## src/rtl/store_unit.sv

```systemverilog
// store_unit: write-side store path between the execute stage and data memory.
// Takes a store (byte address, rs2 data, func3), moves the byte/halfword onto the
// right lanes of a 32-bit word, builds byte strobes and issues one word-aligned
// valid/ready write. Reports completion (done) or a misalignment fault (misalign).
//
// Optional feature macro: STORE_MISALIGN_SPLIT_EN
//   defined   -> misaligned sh/sw are split into two word writes (W, then W+4);
//                misalign is tied low.
//   undefined -> misaligned sh/sw fault with a misalign pulse and no memory access.
//
// Ports:
//   clk, rst                 core clock; synchronous active-high reset
//   in_valid / in_ready      store request handshake (in_ready high only in IDLE)
//   in_addr, in_data, in_func3  byte address, rs2 data, 000 sb / 001 sh / else sw
//   mem_valid / mem_ready    data memory write handshake
//   mem_addr, mem_wdata, mem_wstrb  word-aligned address, lane data, byte enables
//   done                     one-cycle pulse when the store is fully committed
//   misalign                 one-cycle pulse when the store is rejected
module store_unit #(
   parameter int unsigned ADDR_W = 32
) (
   input  logic              clk,
   input  logic              rst,
   input  logic              in_valid,
   output logic              in_ready,
   input  logic [ADDR_W-1:0] in_addr,
   input  logic [31:0]       in_data,
   input  logic [2:0]        in_func3,
   output logic              mem_valid,
   input  logic              mem_ready,
   output logic [ADDR_W-1:0] mem_addr,
   output logic [31:0]       mem_wdata,
   output logic [3:0]        mem_wstrb,
   output logic              done,
   output logic              misalign
);

   localparam int unsigned DATA_W = 32;
   localparam int unsigned STRB_W = 4;

`ifdef STORE_MISALIGN_SPLIT_EN
   typedef enum logic [1:0] {IDLE, ISSUE, ISSUE2} state_t;
`else
   typedef enum logic [1:0] {IDLE, ISSUE} state_t;
`endif

   state_t state_q, state_d;

   logic              in_ready_d;
   logic              mem_valid_d;
   logic [ADDR_W-1:0] mem_addr_d;
   logic [DATA_W-1:0] mem_wdata_d;
   logic [STRB_W-1:0] mem_wstrb_d;
   logic              done_d;
   logic              misalign_d;

   // Lane placement of the incoming request
   logic [1:0]        k;
   logic [ADDR_W-1:0] word_addr;
   logic [DATA_W-1:0] lane_wdata;
   logic [STRB_W-1:0] lane_wstrb;
   logic              lane_misal;

   always_comb begin
      k          = in_addr[1:0];
      word_addr  = {in_addr[ADDR_W-1:2], 2'b00};
      lane_wdata = in_data;
      lane_wstrb = 4'b1111;
      lane_misal = 1'b0;
      case (in_func3)
         3'b000: begin
            lane_wdata = {4{in_data[7:0]}};
            lane_wstrb = 4'b0001 << k;
         end
         3'b001: begin
            lane_wdata = {2{in_data[15:0]}};
            lane_wstrb = in_addr[1] ? 4'b1100 : 4'b0011;
            lane_misal = in_addr[0];
         end
         default: begin
            lane_wdata = in_data;
            lane_wstrb = 4'b1111;
            lane_misal = (k != 2'b00);
         end
      endcase
   end

`ifdef STORE_MISALIGN_SPLIT_EN
   // Second-half word of a split store, captured at accept
   logic [2*DATA_W-1:0] split_data;
   logic [2*STRB_W-1:0] split_strb;
   logic [ADDR_W-1:0]   hi_addr_q, hi_addr_d;
   logic [DATA_W-1:0]   hi_wdata_q, hi_wdata_d;
   logic [STRB_W-1:0]   hi_wstrb_q, hi_wstrb_d;
   logic                hi_pend_q, hi_pend_d;

   // Data and strobes shifted across a 64-bit window: low half is word W, high half W+4
   always_comb begin
      split_data = (2*DATA_W)'(in_data) << {k, 3'b000};
      split_strb = ((in_func3 == 3'b001) ? 8'h03 : 8'h0F) << k;
   end
`endif

   // Next-state and next-output logic
   always_comb begin
      state_d     = state_q;
      mem_valid_d = 1'b0;
      mem_addr_d  = mem_addr;
      mem_wdata_d = mem_wdata;
      mem_wstrb_d = mem_wstrb;
      done_d      = 1'b0;
      misalign_d  = 1'b0;
`ifdef STORE_MISALIGN_SPLIT_EN
      hi_addr_d   = hi_addr_q;
      hi_wdata_d  = hi_wdata_q;
      hi_wstrb_d  = hi_wstrb_q;
      hi_pend_d   = hi_pend_q;
`endif
      case (state_q)
         IDLE: begin
            if (in_valid && in_ready) begin
               if (!lane_misal) begin
                  state_d     = ISSUE;
                  mem_valid_d = 1'b1;
                  mem_addr_d  = word_addr;
                  mem_wdata_d = lane_wdata;
                  mem_wstrb_d = lane_wstrb;
`ifdef STORE_MISALIGN_SPLIT_EN
                  hi_pend_d   = 1'b0;
`endif
               end else begin
`ifdef STORE_MISALIGN_SPLIT_EN
                  state_d     = ISSUE;
                  mem_valid_d = 1'b1;
                  mem_addr_d  = word_addr;
                  mem_wdata_d = split_data[DATA_W-1:0];
                  mem_wstrb_d = split_strb[STRB_W-1:0];
                  hi_addr_d   = word_addr + ADDR_W'(4);
                  hi_wdata_d  = split_data[2*DATA_W-1:DATA_W];
                  hi_wstrb_d  = split_strb[2*STRB_W-1:STRB_W];
                  // sh at k=1 stays inside one word; no empty second write
                  hi_pend_d   = |split_strb[2*STRB_W-1:STRB_W];
`else
                  misalign_d  = 1'b1;
`endif
               end
            end
         end
         ISSUE: begin
            if (mem_ready) begin
`ifdef STORE_MISALIGN_SPLIT_EN
               if (hi_pend_q) begin
                  state_d     = ISSUE2;
                  mem_valid_d = 1'b1;
                  mem_addr_d  = hi_addr_q;
                  mem_wdata_d = hi_wdata_q;
                  mem_wstrb_d = hi_wstrb_q;
               end else begin
                  state_d = IDLE;
                  done_d  = 1'b1;
               end
`else
               state_d = IDLE;
               done_d  = 1'b1;
`endif
            end else begin
               mem_valid_d = 1'b1;
            end
         end
`ifdef STORE_MISALIGN_SPLIT_EN
         ISSUE2: begin
            if (mem_ready) begin
               state_d = IDLE;
               done_d  = 1'b1;
            end else begin
               mem_valid_d = 1'b1;
            end
         end
`endif
         default: state_d = IDLE;
      endcase
      in_ready_d = (state_d == IDLE);
   end

   // State register
   always_ff @(posedge clk) begin
      if (rst) state_q <= IDLE;
      else     state_q <= state_d;
   end

   // Output registers
   always_ff @(posedge clk) begin
      if (rst) begin
         in_ready  <= 1'b0;
         mem_valid <= 1'b0;
         mem_addr  <= '0;
         mem_wdata <= '0;
         mem_wstrb <= '0;
         done      <= 1'b0;
         misalign  <= 1'b0;
      end else begin
         in_ready  <= in_ready_d;
         mem_valid <= mem_valid_d;
         mem_addr  <= mem_addr_d;
         mem_wdata <= mem_wdata_d;
         mem_wstrb <= mem_wstrb_d;
         done      <= done_d;
         misalign  <= misalign_d;
      end
   end

`ifdef STORE_MISALIGN_SPLIT_EN
   // Pending second-half registers
   always_ff @(posedge clk) begin
      if (rst) begin
         hi_addr_q  <= '0;
         hi_wdata_q <= '0;
         hi_wstrb_q <= '0;
         hi_pend_q  <= 1'b0;
      end else begin
         hi_addr_q  <= hi_addr_d;
         hi_wdata_q <= hi_wdata_d;
         hi_wstrb_q <= hi_wstrb_d;
         hi_pend_q  <= hi_pend_d;
      end
   end
`endif

endmodule

```

## config.mk

```make
export PLATFORM = sky130hd
export DESIGN_NAME = store_unit
export DESIGN_NICKNAME = d
export VERILOG_FILES = /design/src/rtl/store_unit.sv
export SDC_FILE = /design/constraint.sdc
export NUM_CORES = 1
export LEC_CHECK = 0
export CORE_ASPECT_RATIO = 1.5
export CORE_UTILIZATION = 43
export CTS_CLUSTER_SIZE = 12
export DETAILED_ROUTE_END_ITERATION = 12
export GPL_TIMING_DRIVEN = 0
export PLACE_DENSITY = 0.88
export SLEW_MARGIN = 20
export SYNTH_ARGS = -nofsm -noshare
export SYNTH_HDL_FRONTEND = slang
export SYNTH_SLANG_ARGS = --single-unit
```

## constraint.sdc

```tcl
create_clock -name clk -period 1.6 [get_ports clk]
set_input_delay 0.4 -clock clk [delete_from_list [all_inputs] [get_ports clk]]
set_output_delay 0.4 -clock clk [all_outputs]
set_load 0.05 [all_outputs]
```

After elaboration in Yosys (flattened, before gate mapping)
Cells that the tools add are included.
- flip-flop bits (word level): 72
- input bits: 71
- output and inout port bits: 72
- logic and storage cells: 37
- equality and inequality tests: 2
- shifts and indexed selects: 1
- multiplexer cells: 14
- bitwise gates (word level): 4
- reduce and logical (&&, ||, !) cells: 8
- operators with widths (cell ; count):
    32-bit one-hot mux with 2 select lines ; 1
    4-bit one-hot mux with 2 select lines ; 1
    2-bit two-way mux ; 3
    1-bit two-way mux ; 5
    2-bit logical NOT ; 2
    4-bit two-way mux ; 1
    1-bit NOT ; 4
    1-bit one-hot mux with 2 select lines ; 2
    2-bit one-hot mux with 2 select lines ; 1
    1-bit by 2-bit left shift with 4-bit output (first input constant) ; 1
    3-bit by 1-bit == test with 1-bit output (second input constant) ; 1
    3-bit logical NOT ; 1
    3-bit AND reduction ; 1
    3-bit OR reduction ; 1
    2-bit by 1-bit == test with 1-bit output (second input constant) ; 1
    2-bit nonzero test ; 1
    2-bit OR reduction ; 1
    1-bit logical AND ; 1

Depth between registers and ports, before layout
Gate-level depths: netlist (run 1).
- word-level depth: 6
- gate-level depth with buffers: 6
- depth with buffers taken out: 3

Least setup slack after synthesis (run 1)
Ideal clock, no wire load.
- kind: flip-flop to flip-flop
- from: register in_ready
- to: register mem_addr[27]
- setup time: 132 ps
- arrival: 1498 ps
- data required time: 1468 ps
- slack: -31 ps
- cell stages (with the launch flop): 6
- buffers on the path: 2
- period minus slack after synthesis: 1631 ps
- cell sequence: dfxtp_1 nand4bb_1 buf_2 buf_2 o31ai_1 a21oi_1
- cells in the longest elaborated chain, start to end: 2
- ends and longest elaborated chain (what ; line ; source):
    start, declared ; 25 ; output logic in_ready,
    start signal, assigned ; 202 ; in_ready <= in_ready_d;
    1-bit logical AND ; 121 ; if (in_valid && in_ready) begin
    3-bit AND reduction (no line) ; -- ;
    end signal, assigned ; 204 ; mem_addr <= mem_addr_d;
    end, declared ; 31 ; output logic [ADDR_W-1:0] mem_addr,
No other way between the ends.
A chain may end at the register's enable or synchronous reset.

Worst setup path in the final report (run 1)
- from: register mem_wstrb[3]
- to: output mem_wstrb[3]
- RTL lines (what ; line ; source):
    start, declared ; 33 ; output logic [3:0] mem_wstrb,
    start signal, assigned ; 206 ; mem_wstrb <= mem_wstrb_d;
No word-level cell between the ends.

==> results by group, run 1 <==
Synth
  • Syn_area_per_cell: 9.377 um2
  • Post-synthesis register bit count: 72
  • Cell taking the most area after synthesis: dfxtp_1
  • Yosys Warn Count: 0
  • Seq/Total Area, Yosys: 0.4223
  • Share of the synthesized area in the top cell type: 0.4223
  • Yosys cell types: 34
  • Async S/R FF share, synth: 0
  • Post-Syn Instances: 364
  • Synth Flop Type: dfxtp_1
  • EDFF count, synth: 0
  • Ranking of synthesized cells by area: dfxtp_1 (42%), o31ai_1 (8.4%), mux2i_1 (7.0%), nand4_1 (7.0%), a21oi_1 (5.6%)
  • Post-Syn Area: 0.003413 mm2

Critical path
  • Crit path max fanout: 2
  • Crit path DAT: 1200 ps
  • Critical path's largest stage delay: 510 ps
  • Delay-heaviest family, CP: buffers and inverters
  • Element type at the critical path end: output pin
  • Worst setup path category: reg2out
  • WP data required: 1200 ps
  • R2R Setup Slk: 80 ps
  • Register-to-Register Path Depth: 5
  • Crit path cell chain: clkdlybuf4s15_1
  • R2r endpoint: mem_wdata[4]
  • Critical path buffers and inverters: 1
  • Startpoint Class: register
  • Reg-to-reg startpoint: state_q[1]
  • Worst Setup SP: mem_wstrb[3]
  • Slowest CP cell: clkdlybuf4s15_1

Route
  • Avg WL per Cell: 19.69 um
  • Vias per cell: 6.156
  • Routed Antenna Nets: 0
  • DRT Pass-1 Iters: 5
  • Final wirelength: 12500 um
  • Routed vias: 3909
  • Residual DRC count: 0
  • DR iter-0 viols: 219

Clocking
  • Clock sink count: 72
  • CTS tree: built
  • Clock latency at the later pin of the worst-skew pair: 330 ps
  • Bufs on Longest Clock Path: 2
  • Root Buffer: clkbuf_16
  • H-tree level count: 3
  • CTS buffer count: 9
  • Hold_buf cts: 0
  • Worst-path clk slew: 60 ps

Die
  • Ports: 143
  • Chip Height: 111.1 um
  • Die W: 74.75 um
  • # rows: 39
  • Initial Util: 0.4455
  • Die ar.: 0.008306 mm2
  • Core Box Area: 0.007661 mm2

Timing
  • WHS: 472.4 ps
  • Fmax: 625.2 MHz
  • Minimum clock period: 1600 ps
  • Final Max Tran Viols: 0
  • # setup viols final: 0
  • Clock skew: 9.558 ps
  • Setup ws final: 0.4735 ps
  • Slew margin rel.: 0.5087
  • Slew @ Worst Pin: 737.0 ps
  • Part of the cycle the worst path needs: 0.9997
  • Setup TNS: 0 ps
  • Final Hold Fails: 0

Min path
  • WHS Endpoint: mem_wdata[6]
  • Hold WC Path Type: reg2reg
  • Worst Hold Depth: 2
  • Hold Path Origin: mem_wdata[6]

Power and ir drop
  • Static leakage: 2.027 nW
  • Power Dens Cells: 929.8 mW/mm2
  • Max rail drop VDD: 0.0006081 V

Final layout
  • Design area: 0.005400 mm2
  • Non-Filler Instances: 635
  • P&R area growth vs syn: 58.21%
  • Inserted Diodes: 0
  • Layout cells sized above 1: 0.2852
  • Final #Nets: 599

Placement
  • Inst Count DP: 607
  • I/O Buffers: 139
  • Hpwl dp: 8483 um
  • Pre-CTS setup slack: -634.5 ps
  • DP Area: 0.004941 mm2
  • RD Place Congestion: 0.8680

Global routing
  • First-pass GRT wire length: 18390 um
  • Gr ovfl total: 0
  • Number of global-route vias before repair: 3726
  • Largest net degree at the start of global routing: 13
  • Tot GR Track Use: 0.2884
  • Initial antenna violation count: 0

Status
  • Status: completed

Job
  • Max_cap viols: 0
## sequential cells by signal (all words and copies together), names as in the netlist
register,flops
mem_wdata,32
mem_addr,30
mem_wstrb,4
state_q,2
done,1
in_ready,1
mem_valid,1
misalign,1
## stage by stage
stage / total power, mW / utilization
5_1_grt: 5.151 / 0.7049
6_report: 5.021 / 0.7049
2_1_floorplan: 2.350 / -
3_5_place_dp: 2.713 / 0.6449
4_1_cts: 4.988 / 0.7018
3_3_place_gp: 2.697 / 0.6449
## how the worst max path moves through the flow
stage / end / slack [ps] / cells past startpoint
6_report: mem_wstrb[3] / 0.5 / 1
5_1_grt: state_q[0] / -50 / 7
4_1_cts: mem_wdata[2] / -5 / 6
3_5_place_dp: mem_addr[20] / -630 / 6
3_3_place_gp: mem_addr[23] / -550 / 6
2_1_floorplan: mem_addr[27] / 160 / 5
## placed cells by master, fill, tap and decap left out, types with 19 or more instances in the layout
cell and count:
clkdlybuf4s15_1 24, clkbuf_2 46, mux2i_1 24, a31oi_1 19, nand4_1 38, buf_4 21, dfxtp_1 71, o31ai_1 21
clkdlybuf4s50_1 63, a21oi_1 34
## cell type report
| class | instances | area [um2] |
|---|---|---|
| well taps | 102 | 127.6 |
| clock inverters | 5 | 105.1 |
| fillers | 588 | 2261 |
| clock buffers | 11 | 232.7 |
| inverters | 1 | 3.754 |
| multi-input cells | 243 | 1879 |
| repair buffers | 151 | 1279 |
| plain buffers | 50 | 330.3 |
| flip-flops and latches | 72 | 1443 |
## cells in the mapped netlist (2+ instances only)
| master | n |
|---|---|
| buf_6 | 2 |
| buf_4 | 8 |
| nand2_1 | 10 |
| a211o_1 | 8 |
| o21ai_0 | 10 |
| clkbuf_1 | 20 |
| a211oi_1 | 3 |
| dfxtp_1 | 72 |
| buf_2 | 18 |
| buf_1 | 2 |
| a311oi_1 | 11 |
| o31ai_1 | 38 |
| mux2i_1 | 24 |
| nand2b_1 | 10 |
| a31oi_1 | 19 |
| nand4_1 | 38 |
| nor3_1 | 3 |
| a21oi_1 | 38 |
| o21ba_2 | 8 |
| a211oi_2 | 8 |
## routing by layer
layer	GRT usage	part of all wire	wire (um)	vias to the layer above
met5	0	0	0	-
met4	0.1321	0.049	609	0
met3	0.06182	0.073	917	55
met2	0.4901	0.51	6436	258
met1	0.3339	0.36	4540	1853
li1	-	-	-	1743
## report_power, final
group          switching, mW  internal, mW  total (mW)
combinational          0.528         0.362       0.890
sequential            0.0267          1.83        1.86
clock                  0.748          1.52        2.27
## cells by family (layout without fill, tap and decap cells)
| family | Yosys count | after routing | share of synthesized area |
|---|---|---|---|
| compound gates | 147 | 147 | 0.3068 |
| buf+inv | 51 | 218 | 0.07588 |
| flops | 72 | 72 | 0.4223 |
| mux | 24 | 24 | 0.07038 |
| other cells | 1 | 3 | 0.001099 |
| simple gates | 69 | 69 | 0.1235 |
## repair_timing
action,CTS,global route
setup buffers,5,5
pin swaps,5,5
resized for setup,149,106
cloned,1,1
setup endpoints to repair,138,101
Note: power is estimated with default switching activity, not from simulation.
==> run 2: changes to the inputs <==
--- a/config.mk
+++ b/config.mk
@@ -11,6 +11,7 @@
 export DETAILED_ROUTE_END_ITERATION = 12
 export GPL_TIMING_DRIVEN = 0
 export PLACE_DENSITY = 0.88
+export SKIP_CTS_REPAIR_TIMING = 1
 export SLEW_MARGIN = 20
 export SYNTH_ARGS = -nofsm -noshare
 export SYNTH_HDL_FRONTEND = slang
==> run 2 against run 1 <==
Net effect:
- the flow now finishes with violations (negative setup slack)
- routed wire length is 0.90% higher
- sequential power about the same
- sequential share of layout area fell by 1.4 points
- clock skew shrank 1.1 ps
- critical endpoint is now mem_addr[20]
- largest power group unchanged
==> results by group, run 2 (synthesis results as in run 1) <==
Status
  • Status: finished with violations
  • Failing checks: negative setup slack

Timing
  • Part of the cycle the worst path needs: 1.004
  • Final Hold Fails: 0
  • Fmax: 622.5 MHz
  • Unrepaired setup endpoints after global routing: yes
  • Slew margin rel.: 0.4992
  • WHS: 473.1 ps
  • Final Max Tran Viols: 0
  • Clock skew: 8.488 ps
  • Setup TNS: -6.542 ps
  • Minimum clock period: 1607 ps
  • Slew @ Worst Pin: 751.1 ps
  • Setup ws final: -6.542 ps
  • # setup viols final: 1

Power and ir drop
  • Sw Pwr: 1.303 mW
  • Static leakage: 3.221 nW
  • Pint: 3.738 mW
  • Comb pwr share: 0.179
  • Flop pwr share: 0.368
  • Sw Share: 0.2584
  • Clock power share: 0.453
  • Power Dens Cells: 884.3 mW/mm2
  • Max rail drop VDD: 0.0005453 V

Critical path
  • WP data required: 1800 ps
  • Worst setup path category: in2reg
  • Crit path max fanout: 10
  • Element type at the critical path end: register
  • Crit path DAT: 1800 ps
  • Startpoint Class: primary input

Global routing
  • First-pass GRT wire length: 17620 um
  • Largest net degree at the start of global routing: 13
  • Initial antenna violation count: 0
  • Number of global-route vias before repair: 3622
  • Gr ovfl total: 0
  • Tot GR Track Use: 0.2774

Route
  • DR iter-0 viols: 219
  • Avg WL per Cell: 19.90 um
  • Routed vias: 3865
  • DRT Pass-1 Iters: 7
  • Vias per cell: 6.096
  • Residual DRC count: 0
  • Routed Antenna Nets: 0
  • Final wirelength: 12620 um

Placement
  • Pre-CTS setup slack: -634.5 ps
  • Inst Count DP: 607
  • Hpwl dp: 8483 um
  • I/O Buffers: 139
  • RD Place Congestion: 0.8680
  • DP Area: 0.004941 mm2

Final layout
  • Non-Filler Instances: 634
  • Largest regs: mem_wdata: 32 flops, mem_addr: 30 flops, mem_wstrb: 4 flops
  • Design area: 0.005700 mm2
  • P&R area growth vs syn: 67.01%
  • Most common cell after layout, fill and taps aside: dlymetal6s2s_1
  • Inserted Diodes: 0
  • Final #Nets: 598
  • Largest reg by FF count: mem_wdata
  • Max FFs per register: 32
  • Layout cells sized above 1: 0.1805
  • Most frequent cells in the layout: dlymetal6s2s_1 (75), dfxtp_1 (71), clkdlybuf4s50_1 (63)

Clocking
  • Clock sink count: 72
  • CTS buffer count: 9
  • Bufs on Longest Clock Path: 2
  • Clock latency at the later pin of the worst-skew pair: 330 ps
  • Root Buffer: clkbuf_16
  • H-tree level count: 3
  • CTS tree: built
  • Worst-path clk slew: 60 ps

Die
  • Initial Util: 0.4455
  • Chip Height: 111.1 um
  • Die W: 74.75 um
  • Core Box Area: 0.007661 mm2
  • # rows: 39
  • Die ar.: 0.008306 mm2
  • Ports: 143

Min path
  • Hold WC Path Type: reg2reg

Job
  • Max_cap viols: 0
run 2: cell types whose count changed in the layout (fill, tap and decap cells not counted), moves of 2 or more:
cell	change
dlygate4sd2_1	-7
clkdlybuf4s15_2	-4
clkbuf_2	-39
o31ai_4	-2
buf_2	+2
clkdlybuf4s15_1	-24
o31ai_1	+10
buf_4	-5
o31ai_2	-8
dlymetal6s2s_1	+74
run 2: worst max-delay path, cell delays in order:
cell,delay [ps]
dlymetal6s2s_1,210
o22a_1,290
clkbuf_4,240
buf_2,220
o31ai_1,340
a21oi_2,100
run 2: through the flow:
step / util / total power [mW]
after CTS: 0.6890 / 4.972
after detailed placement: 0.6449 / 2.713
after global placement: 0.6449 / 2.697
final: 0.7441 / 5.041
after global routing: 0.7441 / 5.162
after floorplan: - / 2.350
run 2: power by group through the flow:
stage / Clock (mW) / Sequential [mW] / Combinational [mW]
CTS: 2.29 / 1.86 / 0.824
global route: 2.36 / 1.86 / 0.942
floorplan: 0 / 2.02 / 0.329
finish: 2.28 / 1.86 / 0.901
global placement: 0 / 1.89 / 0.804
detailed placement: 0 / 1.89 / 0.818
run 2: worst paths after layout:
kind,from,to,slack [ps],cells past startpoint
hold reg to reg,mem_wdata[5],mem_wdata[5],470,2
setup / recovery,in_addr[1],mem_addr[20],-7,6
setup reg to reg,state_q[1],mem_wdata[14],70,5
hold / removal,mem_wdata[5],mem_wdata[5],470,2
run 2: per-layer routing:
layer	vias up	global-route usage	wire length, um
met1	1860	0.3138	4516
met5	-	0	0
met2	212	0.4793	6648
li1	1739	-	-
met3	54	0.05909	897
met4	0	0.1270	553
run 2: final cells by class:
cell class                 instances  area (um2)
inverter                           1       3.754
clock inverter                     5       105.1
clock buffer                      11       232.7
multi-input combinational        243        1804
fill                             529        1961
timing repair buffer             150        1653
sequential                        72        1443
tap                              102       127.6
buffer                            50       331.6
==> run 3: changes to the inputs <==
--- a/config.mk
+++ b/config.mk
@@ -5,12 +5,14 @@
 export SDC_FILE = /design/constraint.sdc
 export NUM_CORES = 1
 export LEC_CHECK = 0
+export CELL_PAD_IN_SITES_DETAIL_PLACEMENT = 1
+export CELL_PAD_IN_SITES_GLOBAL_PLACEMENT = 1
 export CORE_ASPECT_RATIO = 1.5
-export CORE_UTILIZATION = 43
+export CORE_UTILIZATION = 31
 export CTS_CLUSTER_SIZE = 12
 export DETAILED_ROUTE_END_ITERATION = 12
 export GPL_TIMING_DRIVEN = 0
-export PLACE_DENSITY = 0.88
+export PLACE_DENSITY = 0.87
 export SKIP_CTS_REPAIR_TIMING = 1
 export SLEW_MARGIN = 20
 export SYNTH_ARGS = -nofsm -noshare
==> run 3 against run 2 <==
Net effect:
- the flow now finishes without violations
- clock skew shrank 3.4 ps
- sequential power is essentially flat
- clock power shrank 7%
- critical endpoint is now mem_wstrb[2]
- largest cell class unchanged
- highest routed layer unchanged
==> results by group, run 3 (synthesis results as in run 1) <==
Status
  • Status: completed

Timing
  • Unrepaired setup endpoints after global routing: yes
  • Setup TNS: 0 ps
  • # setup viols final: 0
  • Fmax: 636.0 MHz
  • Slew @ Worst Pin: 793.5 ps
  • Minimum clock period: 1572 ps
  • Final Max Tran Viols: 0
  • Part of the cycle the worst path needs: 0.9826
  • Clock skew: 5.082 ps
  • Final Hold Fails: 0
  • Slew margin rel.: 0.4710

Global routing
  • Largest net degree at the start of global routing: 13
  • Initial antenna violation count: 0
  • Number of global-route vias before repair: 3915
  • First-pass GRT wire length: 20230 um
  • Tot GR Track Use: 0.2347
  • Gr ovfl total: 0

Route
  • Routed vias: 3811
  • DRT Pass-1 Iters: 5
  • DR iter-0 viols: 148
  • Vias per cell: 5.671
  • Routed Antenna Nets: 0
  • M1 WL: 5209 um
  • Met2 WL post-DR: 7590 um
  • Final wirelength: 14220 um
  • Avg WL per Cell: 21.16 um
  • Top Layer Used: met4
  • Metal3 WL: 921 um
  • Residual DRC count: 0

Job
  • Max_cap viols: 0

Placement
  • DP Area: 0.004994 mm2
  • Hpwl dp: 9928 um
  • I/O Buffers: 139
  • Inst Count DP: 649
  • RD Place Congestion: 0.8132

Die
  • Ports: 143
  • Initial Util: 0.3206
  • Core Box Area: 0.01065 mm2
  • Chip Height: 130.5 um
  • Die ar.: 0.01144 mm2
  • # rows: 46
  • Die W: 87.68 um

Critical path
  • Reg-to-reg startpoint: state_q[1]
  • Worst setup path category: reg2reg
  • Register-to-Register Path Depth: 4
  • R2R Setup Slk: 30 ps
  • Worst Setup SP: state_q[1]
  • Startpoint Class: register
  • Element type at the critical path end: register
  • Crit path DAT: 1800 ps
  • WP data required: 1830 ps
  • Crit path max fanout: 10

Final layout
  • Layout cells sized above 1: 0.1723
  • Inserted Diodes: 0
  • Non-Filler Instances: 672
  • Largest regs: mem_wdata: 32 flops, mem_addr: 30 flops, mem_wstrb: 4 flops
  • Most frequent cells in the layout: dlymetal6s2s_1 (75), dfxtp_1 (71), clkdlybuf4s50_1 (63)
  • Largest reg by FF count: mem_wdata
  • Design area: 0.005694 mm2
  • Most common cell after layout, fill and taps aside: dlymetal6s2s_1
  • Final #Nets: 595
  • Max FFs per register: 32
  • P&R area growth vs syn: 66.83%

Power and ir drop
  • Pint: 3.566 mW
  • Sw Share: 0.2706
  • Pwr Total: 4.889 mW
  • Comb pwr share: 0.187
  • Flop pwr share: 0.380
  • Sw Pwr: 1.323 mW
  • Max rail drop VDD: 0.0004880 V
  • Clock power share: 0.433
  • Power Dens Cells: 858.6 mW/mm2
  • Static leakage: 3.209 nW

Clocking
  • Bufs on Longest Clock Path: 2
  • Root Buffer: clkbuf_16
  • CTS tree: built
  • H-tree level count: 3
  • CTS buffer count: 9
  • Clock sink count: 72
  • Worst-path clk slew: 60 ps
  • Clock latency at the later pin of the worst-skew pair: 340 ps

Min path
  • Hold WC Path Type: reg2reg
  • Hold Path Origin: mem_wdata[5]
  • Worst Hold Depth: 2
## run 3: cell types whose count changed in the layout (fill, tap and decap cells not counted), sizes merged
cell    previous run  this run
buf               38        35
clkinv             0         2
clkbuf            35        33
bufinv             3         2
## run 3: routing by layer
metal | GRT usage | up-vias
met5 | 0 | -
li1 | - | 1749
met3 | 0.06030 | 35
met2 | 0.4228 | 170
met1 | 0.2444 | 1857
met4 | 0.1331 | 0
## run 3: path summary, 6_finish.rpt
| check | to |
|---|---|
| min reg2reg | mem_wdata[5] |
| max | mem_wstrb[2] |
| max reg2reg | mem_wstrb[2] |
| min | mem_wdata[5] |
## run 3: critical path, stage by stage (launching register included)
cell,delay (ps)
dfxtp_1,350
and4bb_2,380
buf_2,260
a31oi_1,140
a311oi_1,320
## run 3: power groups by stage
stage	logic, mW	clock network, mW	registers (mW)
final	0.915	2.12	1.86
after global routing	0.956	2.22	1.86
after CTS	0.847	2.15	1.86
after detailed placement	0.840	0	1.90
after global placement	0.819	0	1.89
after floorplan	0.329	0	2.02
## run 3: layout make-up
class / count / area (um2)
buffer: 50 / 316.6
clock buffer: 9 / 225.2
clock inverter: 6 / 85.08
fill: 1169 / 4954
inverter: 1 / 3.754
multi-input combinational: 243 / 1785
sequential: 72 / 1443
tap: 144 / 180.2
timing repair buffer: 147 / 1655
## run 3: through the flow
stage            util  hold WS (ps)  worst slack, ps
3_5_place_dp   0.4690         465.6           -792.5
6_report       0.5348         466.4            27.76
3_3_place_gp   0.4690         445.9           -595.0
2_1_floorplan       -         431.9            160.0
5_1_grt        0.5348         491.1           -31.03
4_1_cts        0.4981         473.8           -452.0
